## src/rtl/lif_pkg.sv

```systemverilog
// Shared types and helpers for the LIF spike monitor.
// Holds the monitor FSM state type, the default widths and a saturating add.
// Latency: n/a. Backpressure: n/a (no handshake interfaces).
package lif_pkg;

    typedef enum logic {
        IDLE = 1'b0,
        RUN  = 1'b1
    } state_t;

    localparam int CNT_W_DEF = 8;
    localparam int WIN_W_DEF = 12;
    localparam int ISI_W_DEF = 12;

    // Adds inc to v, clamping the result at maxv.
    // The caller narrows the result back to its own register width.
    function automatic int unsigned sat_inc(input int unsigned v,
                                            input int unsigned inc,
                                            input int unsigned maxv);
        int unsigned s;
        s = v + inc;
        return ((s > maxv) || (s < v)) ? maxv : s;
    endfunction

endpackage

```

## src/rtl/lif_isi_meter.sv

```systemverilog
// Inter-spike interval meter: counts cycles between consecutive spike edges.
// Latency: isi/isi_valid appear the cycle after the second edge; no backpressure.
// Ports: i_clk/i_rst, i_run (counting enabled), i_edge (one-cycle spike edge),
//        o_isi (last interval), o_isi_valid (update pulse), o_isi_ovf (interval saturated).
module lif_isi_meter
    import lif_pkg::*;
#(
    parameter int ISI_W = ISI_W_DEF
) (
    input  logic             i_clk,
    input  logic             i_rst,
    input  logic             i_run,
    input  logic             i_edge,
    output logic [ISI_W-1:0] o_isi,
    output logic             o_isi_valid,
    output logic             o_isi_ovf
);

    localparam int unsigned ISI_MAX = (32'd1 << ISI_W) - 32'd1;

    logic [ISI_W-1:0] r_timer;
    logic             r_armed;
    logic [ISI_W-1:0] r_isi;
    logic             r_isi_valid;
    logic             r_isi_ovf;

    always_ff @(posedge i_clk) begin
        if (i_rst) begin
            r_timer     <= '0;
            r_armed     <= 1'b0;
            r_isi       <= '0;
            r_isi_valid <= 1'b0;
            r_isi_ovf   <= 1'b0;
        end else begin
            r_isi_valid <= 1'b0;
            if (!i_run) begin
                // Leaving RUN forgets the previous spike, so the first edge
                // after re-enable only arms the meter.
                r_timer <= '0;
                r_armed <= 1'b0;
            end else if (i_edge) begin
                // Timer restarts at 1 so it reads t1-t0 on the next edge.
                r_timer <= ISI_W'(1);
                r_armed <= 1'b1;
                if (r_armed) begin
                    r_isi       <= r_timer;
                    r_isi_ovf   <= (r_timer == ISI_W'(ISI_MAX));
                    r_isi_valid <= 1'b1;
                end
            end else begin
                r_timer <= ISI_W'(sat_inc(32'(r_timer), 32'd1, ISI_MAX));
            end
        end
    end

    assign o_isi       = r_isi;
    assign o_isi_valid = r_isi_valid;
    assign o_isi_ovf   = r_isi_ovf;

endmodule

```

## src/rtl/lif_spike_monitor.sv

```systemverilog
// LIF spike monitor: windowed spike rate with burst flag, plus inter-spike interval.
// Latency: results visible the cycle after the window's last cycle / the closing edge.
// Backpressure: none; outputs are pulses plus held registers.
// Ports: i_en run enable, i_spike level spike, i_win_len window-1, i_burst_thr threshold;
//        o_rate_count/o_rate_valid/o_burst rate results, o_isi/o_isi_valid/o_isi_ovf ISI results.
module lif_spike_monitor
    import lif_pkg::*;
#(
    parameter int CNT_W = CNT_W_DEF,
    parameter int WIN_W = WIN_W_DEF,
    parameter int ISI_W = ISI_W_DEF
) (
    input  logic             i_clk,
    input  logic             i_rst,
    input  logic             i_en,
    input  logic             i_spike,
    input  logic [WIN_W-1:0] i_win_len,
    input  logic [CNT_W-1:0] i_burst_thr,
    output logic [CNT_W-1:0] o_rate_count,
    output logic             o_rate_valid,
    output logic             o_burst,
    output logic [ISI_W-1:0] o_isi,
    output logic             o_isi_valid,
    output logic             o_isi_ovf
);

    localparam int unsigned CNT_MAX = (32'd1 << CNT_W) - 32'd1;

    state_t           r_state;
    state_t           w_state_nxt;
    logic             r_spike_q;
    logic [WIN_W-1:0] r_wcnt;
    logic [WIN_W-1:0] r_win_len_q;
    logic [CNT_W-1:0] r_cnt;
    logic [CNT_W-1:0] r_rate_count;
    logic             r_rate_valid;
    logic             r_burst;

    logic             w_edge;
    logic             w_run;
    logic             w_win_end;
    logic [CNT_W-1:0] w_cnt_inc;

    // spike_q tracks the input in every state, so a spike already high when
    // RUN begins does not register as an edge.
    assign w_edge    = i_spike & ~r_spike_q;
    // A RUN cycle with en low is the exit cycle: nothing is counted in it.
    assign w_run     = (r_state == RUN) && i_en;
    assign w_win_end = w_run && (r_wcnt == r_win_len_q);
    assign w_cnt_inc = CNT_W'(sat_inc(32'(r_cnt), 32'(w_edge), CNT_MAX));

    always_ff @(posedge i_clk) begin
        if (i_rst) begin
            r_state <= IDLE;
        end else begin
            r_state <= w_state_nxt;
        end
    end

    always_comb begin
        w_state_nxt = r_state;
        case (r_state)
            IDLE:    if (i_en)  w_state_nxt = RUN;
            RUN:     if (!i_en) w_state_nxt = IDLE;
            default: w_state_nxt = IDLE;
        endcase
    end

    always_ff @(posedge i_clk) begin
        if (i_rst) begin
            r_spike_q    <= 1'b0;
            r_wcnt       <= '0;
            r_win_len_q  <= '0;
            r_cnt        <= '0;
            r_rate_count <= '0;
            r_rate_valid <= 1'b0;
            r_burst      <= 1'b0;
        end else begin
            r_spike_q    <= i_spike;
            r_rate_valid <= 1'b0;
            if (r_state == IDLE) begin
                r_wcnt <= '0;
                r_cnt  <= '0;
                if (i_en) r_win_len_q <= i_win_len;
            end else if (!i_en) begin
                // Partial window is dropped; published results stay put.
                r_wcnt <= '0;
                r_cnt  <= '0;
            end else if (w_win_end) begin
                // Edge in the last cycle belongs to the closing window.
                r_rate_count <= w_cnt_inc;
                r_burst      <= (w_cnt_inc >= i_burst_thr);
                r_rate_valid <= 1'b1;
                r_cnt        <= '0;
                r_wcnt       <= '0;
                r_win_len_q  <= i_win_len;
            end else begin
                r_cnt  <= w_cnt_inc;
                r_wcnt <= r_wcnt + WIN_W'(1);
            end
        end
    end

    lif_isi_meter #(
        .ISI_W (ISI_W)
    ) u_isi (
        .i_clk       (i_clk),
        .i_rst       (i_rst),
        .i_run       (w_run),
        .i_edge      (w_edge),
        .o_isi       (o_isi),
        .o_isi_valid (o_isi_valid),
        .o_isi_ovf   (o_isi_ovf)
    );

    assign o_rate_count = r_rate_count;
    assign o_rate_valid = r_rate_valid;
    assign o_burst      = r_burst;

endmodule

```

## config.mk

```make
export PLATFORM = sky130hd
export DESIGN_NAME = lif_spike_monitor
export DESIGN_NICKNAME = d
export VERILOG_FILES = /design/src/rtl/lif_pkg.sv /design/src/rtl/lif_isi_meter.sv /design/src/rtl/lif_spike_monitor.sv
export SDC_FILE = /design/constraint.sdc
export NUM_CORES = 1
export LEC_CHECK = 0
export ABC_CLOCK_PERIOD_IN_PS = 4910
export BUFFER_PORTS_ARGS = -buffer_cell sky130_fd_sc_hd__buf_4
export CORE_MARGIN = 5
export CORE_UTILIZATION = 24
export CTS_CLUSTER_SIZE = 16
export DETAILED_ROUTE_END_ITERATION = 10
export PLACE_DENSITY = 0.49
export SYNTH_ARGS = -nofsm -noshare
export SYNTH_HDL_FRONTEND = slang
export SYNTH_SLANG_ARGS = --single-unit
export TNS_END_PERCENT = 30
```

## constraint.sdc

```tcl
create_clock -name i_clk -period 4.91 [get_ports i_clk]
set_input_delay 0.491 -clock i_clk [delete_from_list [all_inputs] [get_ports i_clk]]
set_output_delay 0.491 -clock i_clk [all_outputs]
set_load 0.05 [all_outputs]
```

Word-level counts from Yosys, hierarchy flattened. Cells that the tools add are included.

Multiply operators: 0. Bitwise operators: 6. Reduce and logical (&&, ||, !) cells: 12. Equal/unequal tests: 3. Divide/modulo/power cells: 0. Shift-type cells: 0. Mux-type cells: 10. Magnitude comparators: 5. $add $sub $neg: 3.

Operators by type and width (number): two-way mux 12 bit (5); adder 12 x 1 -> 13 bit, second input constant (1); > comparator 13 x 12 -> 1 bit, second input constant (1); less-than comparator 13 x 12 -> 1 bit (1); adder 12 x 1 -> 12 bit, second input constant (1); == test 12 bit (1); == test 12 bit, second input constant (1); adder 8 x 1 -> 9 bit (1); > comparator 9 x 8 -> 1 bit, second input constant (1); less-than comparator 9 x 8 -> 1 bit (1); OR reduction 3 bit (3); >= comparator 8 bit (1); two-way mux 8 bit (1); AND reduction 3 bit (2); NOT 1 bit (5); two-way mux 1 bit (4); OR reduction 4 bit (1); logical AND 1 bit (2); logical OR 1 bit (2); inequality test 2 x 1 -> 1 bit, second input constant (1); AND reduction 2 bit (1); OR reduction 2 bit (1); bitwise AND 1 bit (1).

Bits in registers: 71. Output and inout port bits: 24. Word-level logic and storage cells: 53. RAM bits: 0. Latch bits: 0. Memories kept: 0. ROM bits: 0.

Longest topological paths before layout.
Depth after elaboration: 7. Mapped depth: 18. Gate-level depth less buffers: 18.

Modules after synthesis. A second synthesis with hierarchy kept.

Cell total of the unflattened synthesis: 433. Area, all modules: 3772.4 um2.

By module, submodules not included: lif_spike_monitor (instances 1, cells an instance 260, area each 2379.8 um2); lif_isi_meter (instances 1, cells an instance 173, area each 1392.6 um2).

Least setup slack after synthesis. OpenSTA, ideal clock, no wires.

Path kind: input port to flip-flop. Start point: input port i_spike. End point: register r_burst, in the netlist o_burst. Slack: 1267 ps. Arrival: 3509 ps. Setup time: 134 ps. Stages: 18. Cell sequence: nand2b_1 -> inv_1 -> ha_1 -> and3_1 -> and3_1 -> and3_1 -> ha_1 -> or2_2 -> a31oi_1 -> o22ai_1 -> nor2b_1 -> ha_1 -> nand2b_1 -> a21o_1 -> a211oi_1 -> o21ai_0 -> a21oi_1 -> a211oi_1.

Word-level cells in the longest chain between the ends: 6. Elaborated cells on any way between the ends: 7. Classes of those cells: add/sub (1); order compare (3); mux (1); bitwise (1); reduce/logical (1).

RTL lines: from (decl) (line lif_spike_monitor.sv:16) `input logic i_spike,`; bitwise AND 1 bit * (line lif_spike_monitor.sv:46) `assign w_edge = i_spike & ~r_spike_q;`; via u_isi.i_edge (line lif_isi_meter.sv:13) `input logic i_edge,`; adder 8 x 1 -> 9 bit * (line lif_pkg.sv:21) `s = v + inc;`; > comparator 9 x 8 -> 1 bit or less-than comparator 9 x 8 -> 1 bit (tied branches) (line lif_pkg.sv:22) `return ((s > maxv) || (s < v)) ? maxv : s;`; logical OR 1 bit (line lif_pkg.sv:22); two-way mux 8 bit * (line lif_pkg.sv:22); >= comparator 8 bit * (line lif_spike_monitor.sv:92) `r_burst <= (w_cnt_inc >= i_burst_thr);`; to (signal assigned) (line lif_spike_monitor.sv:92); to (decl) (line lif_spike_monitor.sv:37) `logic r_burst;`.

The timed path passes the listed nets; every way through them passes the cells marked *. A chain may end at the register's enable or synchronous reset.

Worst setup path after layout.
Start point: register r_spike_q. End point: register r_burst, in the netlist o_burst.

Word-level cells in the longest chain between the ends: 7. Elaborated cells on any way between the ends: 8. Classes of those cells: add/sub (1); order compare (3); mux (1); bitwise (2); reduce/logical (1).

RTL lines: from (decl) (line lif_spike_monitor.sv:31) `logic r_spike_q;`; from (signal assigned) (line lif_spike_monitor.sv:79) `r_spike_q <= i_spike;`; NOT 1 bit * (line lif_spike_monitor.sv:46); bitwise AND 1 bit * (line lif_spike_monitor.sv:46); via u_isi.i_edge (line lif_isi_meter.sv:13); adder 8 x 1 -> 9 bit * (line lif_pkg.sv:21); > comparator 9 x 8 -> 1 bit or less-than comparator 9 x 8 -> 1 bit (tied branches) (line lif_pkg.sv:22); logical OR 1 bit (line lif_pkg.sv:22); two-way mux 8 bit * (line lif_pkg.sv:22); >= comparator 8 bit * (line lif_spike_monitor.sv:92).

Marked as above.

==> results_dict.tcl <==
set metrics [dict create \
    reg2reg_setup_slack_ns 0.96 \
    period_minus_slack_ns 3.952 \
    vdd_drop_max_mv 0.1302 \
    grt_pass1_wl_mm 13.97 \
    start_util_pct 24.38 \
    setup_violations 0 \
    p_sw_share_pct 21.53 \
    yosys_warnings 0 \
    power.internal_w 0.001140 \
    vias_per_cell 4.438 \
    antenna_left 0 \
    post-route-util_pct 30.33 \
    drc 0 \
    cp-start-kind "register" \
    hp-class "in -> reg" \
    reg2reg_depth 18 \
    ys_types 45 \
    grt-ovfl-total 0 \
    hold_viol 0 \
    grt_usage_pct 9.878 \
    ys_ff_latch 71 \
    clock_sinks 71 \
    maxCapViolations 0 \
    diodes 0 \
    crit_required_ns 5.12 \
    status "finished, final reports clean" \
    insertion_delay_ns 0.34 \
    rsz0062_at_grt "no" \
    cp-end-kind "register" \
    crit_fanout 8 \
    setup_tns_ns 0 \
    fin_crit_sh_pct 80.49 \
    ys_seq_area_share_pct 40.27 \
    numPortBuffers 47 \
    io_pins 48 \
    timing.hold.ws_ns 0.3781 \
    dr_total_vias 2845 \
    cts_tree "done" \
    cts_max_level 3 \
    worst_pin_slew_ns 0.9315 \
    post_cts_buffers 0 \
    p_leak_nw 1.922 \
    powerDensity_nw_per_um2 330.7 \
    clock_skew_ns 0.006083 \
    switchingPower_w 0.0003126 \
    reg2reg_to "o_burst" \
    postSynthCellCount 406 \
    max_freq_mhz 253.0 \
    dieWidth_microns 131.3 \
    cts_buffers 9 \
    critPathMaxStageDelay_ns 0.41 \
    finalNetCount 500 \
    grt_use_met2_pct 15.35 \
    placed_cells 625 \
    firstDrtPassIters 4 \
    core_sq_um 14480 \
    cp_num_cells 18 \
    wire_per_inst_microns 12.93 \
    syn_area_sq_um 3530 \
    wl_mm 8.291 \
    ctsHoldBuffers 0 \
    synth_edf_count 0 \
    top_usage_layer "met2" \
    syn_to_final_growth_pct 24.42 \
    antenna_found_initial 0 \
    clk_pin_slew_ns 0.06 \
    rows 44 \
    syn_area_per_cell_sq_um 8.694 \
    die-area_sq_um 17230 \
    drive_gt1_share_pct 15.75 \
    relSlewSlack_pct 37.67 \
    synth_ff_type "dfxtp_1" \
    path_delay_family "simple AND/OR/NAND/NOR gates" \
    cp-startpoint "r_spike_q" \
    crit_type "reg -> reg" \
    syn-num-nets 454 \
    fin_cells 641 \
    cts-resized-gates 0 \
    pwr-share-seq_pct 41.1 \
    crit_path_end "o_burst" \
    slowest_stage "o22ai_1" \
    gp_congestion 0.8242 \
    cp_cell_sequence "nand2b_1 -> inv_1 -> ha_1 -> and3_1 -> and3_1 -> and3_1 -> ha_1 -> or2_2 -> a31oi_1 -> o22ai_1 -> nor2b_1 -> ha_1 -> nand2b_1 -> a21o_1 -> a211oi_1 -> o21ai_0 -> a21oi_1 -> a211oi_1" \
    crit_arrival_ns 4.16 \
    grt_max_degree 41 \
    clock-root-buffer "clkbuf_16" \
    worst-path-buf-inv 1 \
    combPwrFrac_pct 6.8 \
    dieHeight_microns 131.3 \
    grt_pass1_vias 2855 \
    rr_startpoint "r_spike_q" \
    slew_violations 0 \
    drt_iter0_drc 110 \
    met3_usage_pct 3.402 \
    hpwl_mm 6.104 \
    clk_path_buf_depth 2 \
    clockPowerShare_pct 52.0 \
    async_flop_share_pct 0 \
    grtUsageMet1_pct 12.74 \
]
state kept, by name (all words and copies together) (netlist names):
signal and cells:
u_isi.o_isi_ovf 1, r_wcnt 12, u_isi.o_isi 12, o_burst 1
u_isi.r_timer 12, u_isi.r_armed 1, r_spike_q 1, u_isi.o_isi_valid 1
r_cnt 8, r_win_len_q 12, o_rate_count 8, r_state 1
o_rate_valid 1
through the flow:
| step | area [sq um] | total power [W] | worst slack, ns |
|---|---|---|---|
| final | 4392 | 0.001452 | 0.9579 |
| after global routing | 4392 | 0.001510 | 0.6200 |
| after CTS | 4392 | 0.001473 | 0.9163 |
| after detailed placement | 4045 | 0.0007105 | 0.6786 |
| after global placement | 4045 | 0.0007099 | 0.8451 |
| after floorplan | 3530 | 0.0006793 | 1.267 |
cell usage in the layout, fill, tap and decap left out, types with 3 or more instances in the layout:
master | synthesis | final
ha_1 | 24 | 24
a21boi_0 | 3 | 3
mux2i_1 | 14 | 14
nor2b_1 | 3 | 3
a31oi_1 | 4 | 4
and2_1 | 4 | 4
a211oi_1 | 11 | 11
clkbuf_16 | 0 | 9
nand3_1 | 10 | 10
o21ai_0 | 4 | 4
dfxtp_1 | 71 | 71
xor2_1 | 19 | 19
nor4_1 | 6 | 6
buf_4 | 1 | 47
and3_1 | 15 | 15
inv_1 | 32 | 32
nand2_1 | 38 | 38
xnor2_1 | 15 | 15
nor2_1 | 49 | 49
nand4_1 | 5 | 5
or2_2 | 4 | 4
nand2b_1 | 5 | 5
bufinv_16 | 0 | 3
nor3_1 | 4 | 4
o21a_1 | 4 | 4
a21oi_1 | 27 | 27
cells in the mapped netlist (5+ instances only):
library cell	n	area (sq um)
a211oi_1	11	82.58
a21oi_1	27	135.1
and3_1	15	93.84
clkbuf_1	6	22.52
dfxtp_1	71	1421
ha_1	24	300.3
inv_1	32	120.1
mux2i_1	14	140.1
nand2_1	38	142.6
nand2b_1	5	31.28
nand3_1	10	50.05
nand4_1	5	31.28
nor2_1	49	183.9
nor4_1	6	37.54
xnor2_1	15	131.4
xor2_1	19	166.4
per-layer routing:
layer  routed length [microns]  up-vias  part of all wire, %
met5                         0        -                    0
met4                       135        0                  1.6
met3                       351       10                  4.2
met2                      3755       57                   45
met1                      4048     1302                   49
li1                          -     1476                    -
worst min-delay path by stage:
| stage | slack (ns) | start | endpoint | cells past startpoint |
|---|---|---|---|---|
| floorplan | 0.45 | r_wcnt[0] | r_wcnt[0] | 1 |
| global placement | 0.44 | u_isi.o_isi_ovf | u_isi.o_isi_ovf | 2 |
| detailed placement | 0.45 | u_isi.o_isi[8] | u_isi.o_isi[8] | 2 |
| CTS | 0.37 | i_spike | r_spike_q | 2 |
| global route | 0.36 | i_spike | r_spike_q | 2 |
| finish | 0.38 | i_spike | r_spike_q | 2 |
area by class of cell:
type                    count  area, sq um
inverters                  32        120.1
well taps                 184        230.2
clock buffers              10        239.0
repair buffers             47        352.8
clock inverters             6        107.6
multi-input cells         291         1921
fillers                  1495        10090
flip-flops and latches     71         1421
cells by family (layout without fill, tap and decap cells):
kind of cell	Yosys count	count (layout)	share of synthesized area, %
xor gates and xnor gates	34	34	8.437
DFF	71	71	40.27
muxes	14	14	3.970
and+or+nand+nor	150	150	20.67
AOI/OAI and AO/OA	69	69	12.83
buffers and inverters	44	95	5.317
adders and majority gates	24	24	8.508
power by group through the flow:
stage	sequential, W	clock, W	combinational, W
after floorplan	0.000614	0	0.0000650
after global placement	0.000610	0	0.000100
after detailed placement	0.000610	0	0.000101
after CTS	0.000597	0.000775	0.000101
after global routing	0.000598	0.000800	0.000112
final	0.000597	0.000756	0.0000993
Power figures use the tool's default switching activity.
